===== config.mk =====
export PLATFORM = sky130hd
export DESIGN_NAME = mux2to1_arbiter_flat
export DESIGN_NICKNAME = d
export VERILOG_FILES = /design/src/rtl/mux2to1_arbiter_if.sv /design/src/rtl/mux2to1_arbiter.sv /design/src/flat_wrapper.sv
export SDC_FILE = /design/constraint.sdc
export NUM_CORES = 1
export LEC_CHECK = 0
export BUFFER_PORTS_ARGS = -buffer_cell sky130_fd_sc_hd__buf_2
export CAP_MARGIN = 20
export CORE_UTILIZATION = 50
export CTS_CLUSTER_SIZE = 20
export DETAILED_ROUTE_END_ITERATION = 10
export MAX_ROUTING_LAYER = met4
export PLACE_DENSITY_LB_ADDON = 0.05
export SLEW_MARGIN = 20
export SYNTH_ARGS = -nofsm -noshare
export SYNTH_HDL_FRONTEND = slang
export SYNTH_SLANG_ARGS = --single-unit

===== constraint.sdc =====
create_clock -name clk -period 3.4 [get_ports clk]
set_clock_uncertainty 0.15 [all_clocks]
set_input_delay 0.17 -clock clk [delete_from_list [all_inputs] [get_ports clk]]
set_output_delay 0.17 -clock clk [all_outputs]
set_load 0.02 [all_outputs]

===== src/rtl/mux2to1_arbiter_if.sv =====
// Bus between two requesters and the 2:1 arbitrated mux.
// The slave modport is the arbiter side and the master modport is the requester side.
interface mux2to1_arbiter_if #(
  parameter int WIDTH = 8
);
  logic             req0;
  logic             req1;
  logic [WIDTH-1:0] in0;
  logic [WIDTH-1:0] in1;
  logic             gnt0;
  logic             gnt1;
  logic             sel;
  logic [WIDTH-1:0] out;
  logic             out_vld;

  modport slave (
    input  req0, req1, in0, in1,
    output gnt0, gnt1, sel, out, out_vld
  );

  modport master (
    output req0, req1, in0, in1,
    input  gnt0, gnt1, sel, out, out_vld
  );
endinterface


===== src/rtl/mux2to1_arbiter.sv =====
// Two-requester round-robin arbiter that owns the select line of a registered 2:1 mux.
// A hold limit forces a handoff when the other side has been waiting.
module mux2to1_arbiter #(
  parameter int WIDTH    = 8,
  parameter int MAX_HOLD = 4
) (
  input  logic               clk,
  input  logic               rst_n,
  mux2to1_arbiter_if.slave   bus
);
  localparam int CW = (MAX_HOLD > 1) ? $clog2(MAX_HOLD) : 1;

  typedef enum logic [1:0] {
    IDLE = 2'd0,
    OWN0 = 2'd1,
    OWN1 = 2'd2
  } state_t;

  state_t           r_state;
  state_t           w_state_next;
  logic [CW-1:0]    r_hold_cnt;
  logic             r_last;
  logic             r_sel;
  logic [WIDTH-1:0] r_out;
  logic             r_out_vld;
  logic             w_hold_max;
  logic             w_enter0;
  logic             w_enter1;
  logic             w_gnt0;
  logic             w_gnt1;

  assign w_hold_max = (r_hold_cnt == CW'(MAX_HOLD - 1));
  assign w_enter0   = (w_state_next == OWN0) && (r_state != OWN0);
  assign w_enter1   = (w_state_next == OWN1) && (r_state != OWN1);

  always_ff @(posedge clk or negedge rst_n) begin
    if (!rst_n) begin
      r_state <= IDLE;
    end else begin
      r_state <= w_state_next;
    end
  end

  always_comb begin
    w_state_next = r_state;
    case (r_state)
      IDLE: begin
        // r_last names the previous owner, so a tie goes to the other side
        if (bus.req0 && bus.req1) begin
          w_state_next = r_last ? OWN0 : OWN1;
        end else if (bus.req0) begin
          w_state_next = OWN0;
        end else if (bus.req1) begin
          w_state_next = OWN1;
        end
      end
      OWN0: begin
        if (!bus.req0) begin
          w_state_next = bus.req1 ? OWN1 : IDLE;
        end else if (bus.req1 && w_hold_max) begin
          w_state_next = OWN1;
        end
      end
      OWN1: begin
        if (!bus.req1) begin
          w_state_next = bus.req0 ? OWN0 : IDLE;
        end else if (bus.req0 && w_hold_max) begin
          w_state_next = OWN0;
        end
      end
      default: w_state_next = IDLE;
    endcase
  end

  always_comb begin
    w_gnt0 = (r_state == OWN0);
    w_gnt1 = (r_state == OWN1);
  end

  // Saturating the count lets a lone requester keep the grant indefinitely
  always_ff @(posedge clk or negedge rst_n) begin
    if (!rst_n) begin
      r_hold_cnt <= '0;
      r_last     <= 1'b1;
      r_sel      <= 1'b0;
    end else begin
      if (w_state_next == IDLE || w_enter0 || w_enter1) begin
        r_hold_cnt <= '0;
      end else if (!w_hold_max) begin
        r_hold_cnt <= r_hold_cnt + 1'b1;
      end
      if (w_enter0) begin
        r_last <= 1'b0;
        r_sel  <= 1'b0;
      end else if (w_enter1) begin
        r_last <= 1'b1;
        r_sel  <= 1'b1;
      end
    end
  end

  always_ff @(posedge clk or negedge rst_n) begin
    if (!rst_n) begin
      r_out     <= '0;
      r_out_vld <= 1'b0;
    end else if (w_gnt0) begin
      r_out     <= bus.in0;
      r_out_vld <= 1'b1;
    end else if (w_gnt1) begin
      r_out     <= bus.in1;
      r_out_vld <= 1'b1;
    end else begin
      r_out_vld <= 1'b0;
    end
  end

  assign bus.gnt0    = w_gnt0;
  assign bus.gnt1    = w_gnt1;
  assign bus.sel     = r_sel;
  assign bus.out     = r_out;
  assign bus.out_vld = r_out_vld;
endmodule

===== src/flat_wrapper.sv =====
// flat-port wrapper written by rule: the top's interface ports become plain ports
module mux2to1_arbiter_flat 
#(
  parameter int WIDTH    = 8,
  parameter int MAX_HOLD = 4
)
  (clk, rst_n, bus_req0, bus_req1, bus_in0, bus_in1, bus_gnt0, bus_gnt1, bus_sel, bus_out, bus_out_vld);
  mux2to1_arbiter_if #(.WIDTH(WIDTH)) bus_i ();
  input  logic clk;
  input  logic rst_n;
  input wire logic [$bits(bus_i.req0)-1:0] bus_req0;
  input wire logic [$bits(bus_i.req1)-1:0] bus_req1;
  input wire logic [$bits(bus_i.in0)-1:0] bus_in0;
  input wire logic [$bits(bus_i.in1)-1:0] bus_in1;
  output wire logic [$bits(bus_i.gnt0)-1:0] bus_gnt0;
  output wire logic [$bits(bus_i.gnt1)-1:0] bus_gnt1;
  output wire logic [$bits(bus_i.sel)-1:0] bus_sel;
  output wire logic [$bits(bus_i.out)-1:0] bus_out;
  output wire logic [$bits(bus_i.out_vld)-1:0] bus_out_vld;
  assign bus_i.req0 = bus_req0;
  assign bus_i.req1 = bus_req1;
  assign bus_i.in0 = bus_in0;
  assign bus_i.in1 = bus_in1;
  assign bus_gnt0 = bus_i.gnt0;
  assign bus_gnt1 = bus_i.gnt1;
  assign bus_sel = bus_i.sel;
  assign bus_out = bus_i.out;
  assign bus_out_vld = bus_i.out_vld;
  mux2to1_arbiter #(.WIDTH(WIDTH), .MAX_HOLD(MAX_HOLD)) u_core (.clk(clk), .rst_n(rst_n), .bus(bus_i));
endmodule

==> results.py <==
metrics = {
    "worst_hold_path": {
        "hold_depth": 3,
        "hold_path.class": "in -> reg",
        "hp-start": "bus_in1[0]",
    },
    "power": {
        "pwr-share-seq": 0.330,
        "p_switching_uw": 454.2,
        "p_clk_frac": 0.104,
        "p_leak_nw": 0.5118,
        "p_per_area_mw_per_mm2": 945.3,
        "internal_power_uw": 535.7,
        "p_sw_frac": 0.4589,
        "ir_drop_uv": 502.6,
        "power_frac_comb": 0.565,
    },
    "sta": {
        "maxSlewViolCount": 0,
        "fin_setup_tns_ns": 0,
        "fin_hold_ws_ns": 0.02073,
        "hold_violations": 0,
        "rsz0062_at_grt": "false",
        "setup_viol": 0,
        "min_period_ns": 2.431,
        "fmax_mhz": 411.4,
        "finalCritPeriodShare": 0.7149,
        "maxSlewHeadroom": 0.5646,
        "tightest_slew_ns": 0.6531,
    },
    "global_routing": {
        "grt_overflow": 0,
        "grt_usage": 0.2142,
        "grt_max_degree": 18,
        "grt_pass1_wl_um": 2849,
        "antenna_found_initial": 0,
        "grt_pass1_vias": 670,
    },
    "clock_network": {
        "cts.clk_slew.worst_paths_ns": 0.10,
        "insertion_delay_ns": 0.29,
        "cts_tree": "done",
        "cts_max_level": 1,
        "cts_sinks": 15,
        "root_buffer": "clkbuf_4",
        "cts_hold_buf": 1,
        "cts.repair.resized": 0,
        "cts_buffer_depth": 2,
        "post_cts_buffers": 0,
        "numCtsBuffers": 3,
    },
    "routing": {
        "postRouteAntennaNets": 0,
        "first_pass_iters": 4,
        "wl_per_cell_um": 12.25,
        "drc": 0,
        "routed_wirelength_um": 1629,
        "drt_iter0_drc": 18,
        "routed_via_density": 5.481,
        "vias": 729,
    },
    "synthesis": {
        "synth.mux.area_fraction": 0.1064,
        "synth.top_cell.area_share": 0.4136,
        "synth_flop_cell": "dfrtp_1",
        "ys_async_sr_fraction": 1.000,
        "synth.avg_cell_area_um2": 10.08,
        "synth_simple_gate_area_share": 0.1625,
        "synth_cell_type_count": 30,
        "yosys.area_share.xor_xnor": 0.01034,
        "yosysTopAreaCell": "dfrtp_1",
        "syn_nets": 109,
        "synth_edf_count": 0,
        "yosys-top-cells-area": "dfrtp_1 (41%), mux2i_1 (11%), ha_1 (7.4%)",
        "synth_top_family_by_area": "compound AO/OA/AOI/OAI gates",
        "synth_fa_ha_area_frac": 0.07386,
        "yosys_register_bits": 15,
        "yosysWarnings": 0,
        "synth_compound_area_frac": 0.1654,
        "synth_common_cells": "dfrtp_1 (14), nor2_1 (10), a21oi_1 (9), mux2i_1 (9), ha_1 (5)",
        "synthesis.instances": 84,
        "synth_area_um2": 847.1,
        "yosysMostFrequentCell": "dfrtp_1",
        "synth-seq-area-share": 0.4446,
    },
    "die": {
        "start_util": 0.5495,
        "core_area_mm2": 0.001541,
        "die_y_um": 43.16,
        "io_pins": 32,
        "dieArea_mm2": 0.001863,
        "num_rows": 14,
        "die_x_um": 43.16,
    },
    "critical_path": {
        "required_ns": 3.43,
        "cp_top_family": "adder cells",
        "slowest_stage": "ha_1",
        "path_buf_inv": 1,
        "cp_max_fo": 14,
        "cpPeakStageDelay_ns": 0.57,
        "ff2ff_path_depth": 7,
        "arrival_ns": 2.46,
        "worstPathCellList": "inv_1, ha_1, nand2_1, a311oi_2, nor4_1, o21a_1, nor4_1",
        "crit_path_start": "u_core.r_state[1]",
        "cp-end-kind": "register",
        "r2r-start": "u_core.r_state[1]",
        "critPathMostFrequentCell": "nor4_1",
        "startpoint_type": "register",
        "crit_type": "reg -> reg",
        "cp.depth": 7,
    },
    "final_layout": {
        "antenna_cells": 0,
        "fillers": 136,
        "area_growth_pct": 23.63,
        "drive_above_1_share": 0.3504,
        "final_nets": 143,
    },
    "placement": {
        "dp.final_hpwl_um": 1246,
        "io_buffers": 31,
        "gp_congestion": 0.8508,
    },
    "outcome": {
        "status": "completed",
    },
    "flow_run": {
        "cap_violations": 0,
    },
}
[path summary, 6_finish.rpt]
path                                             end  slack, ns
min in group asynchronous         u_core.bus.out_vld       0.15
worst min register to register        u_core.bus.sel       0.34
worst max-delay path            u_core.r_hold_cnt[1]       0.97
max in group asynchronous              u_core.r_last       2.64
worst max register to register  u_core.r_hold_cnt[1]       0.97
worst min-delay path               u_core.bus.out[0]       0.02
[worst min-delay path, cell delays in order]
cell	delay, ns
buf_2	0.07
mux2i_1	0.05
a21oi_1	0.13
[cell families after synthesis]
group,after synthesis
AND/OR/NAND/NOR,26
flip-flops,15
XOR/XNOR,1
multiplexers,9
AO/OA/AOI/OAI,20
buffers and inverters,8
adder cells (fa/ha/maj),5
[placed cells by master (no fill, tap or decap), drive strengths merged]
master and count:
o21ai 2, nand3b 2, o21a 1, o31a 1, a21boi 1, nand2 3
inv 5, a21o 2, dfstp 1, mux2i 9, dlygate4sd3 1, buf 31
nand2b 1, a21oi 10, nor2 10, o31ai 1, and3 1, nor4 4
nor3 1, ha 5, xor2 1, nand3 4, dfrtp 14, clkbuf 3
a311oi 1, clkinv 1, o21bai 1
[registers in the layout, summed over array words and instances (netlist names)]
name	cells
u_core.r_state	2
u_core.r_hold_cnt	2
u_core.bus.out	8
u_core.bus.out_vld	1
u_core.r_last	1
u_core.bus.sel	1
[stage by stage]
step                std cells  power [mW]  worst slack (ns)  instance area, um^2    util
finish                    133      0.9900            0.9693                 1047  0.6794
global route              133       1.082            0.7994                 1047  0.6794
CTS                       133       1.001            0.9544                 1047  0.6794
detailed placement        128      0.8929            0.9775                 1010  0.6550
global placement          128      0.8789             1.136                 1010  0.6550
floorplan                  84      0.7511             1.412                847.1       -
[layout make-up]
class / count / area [um^2] / area share
Multi-Input combinational cell: 61 / 439.2 / 0.4194
Clock inverter: 1 / 5.005 / 0.004779
Tap cell: 16 / 20.02 / 0.01912
Clock buffer: 3 / 22.52 / 0.02151
Inverter: 5 / 18.77 / 0.01792
Timing Repair Buffer: 32 / 165.2 / 0.1577
Sequential cell: 15 / 376.6 / 0.3596
[metal layers]
layer / GRT usage / part of all wire / vias up
li1: - / - / 364
met1: 0.2901 / 0.46 / 341
met2: 0.3134 / 0.47 / 22
met3: 0.04255 / 0.058 / 2
met4: 0.09091 / 0.012 / 0
met5: - / 0 / -
[power by group through the flow]
stage	Sequential (mW)	Combinational, mW	Clock (mW)
2_1_floorplan	0.398	0.353	0
3_3_place_gp	0.327	0.552	0
3_5_place_dp	0.330	0.563	0
4_1_cts	0.327	0.566	0.107
5_1_grt	0.339	0.627	0.116
6_report	0.327	0.560	0.103
No activity file was read; power rests on OpenSTA's default activity.
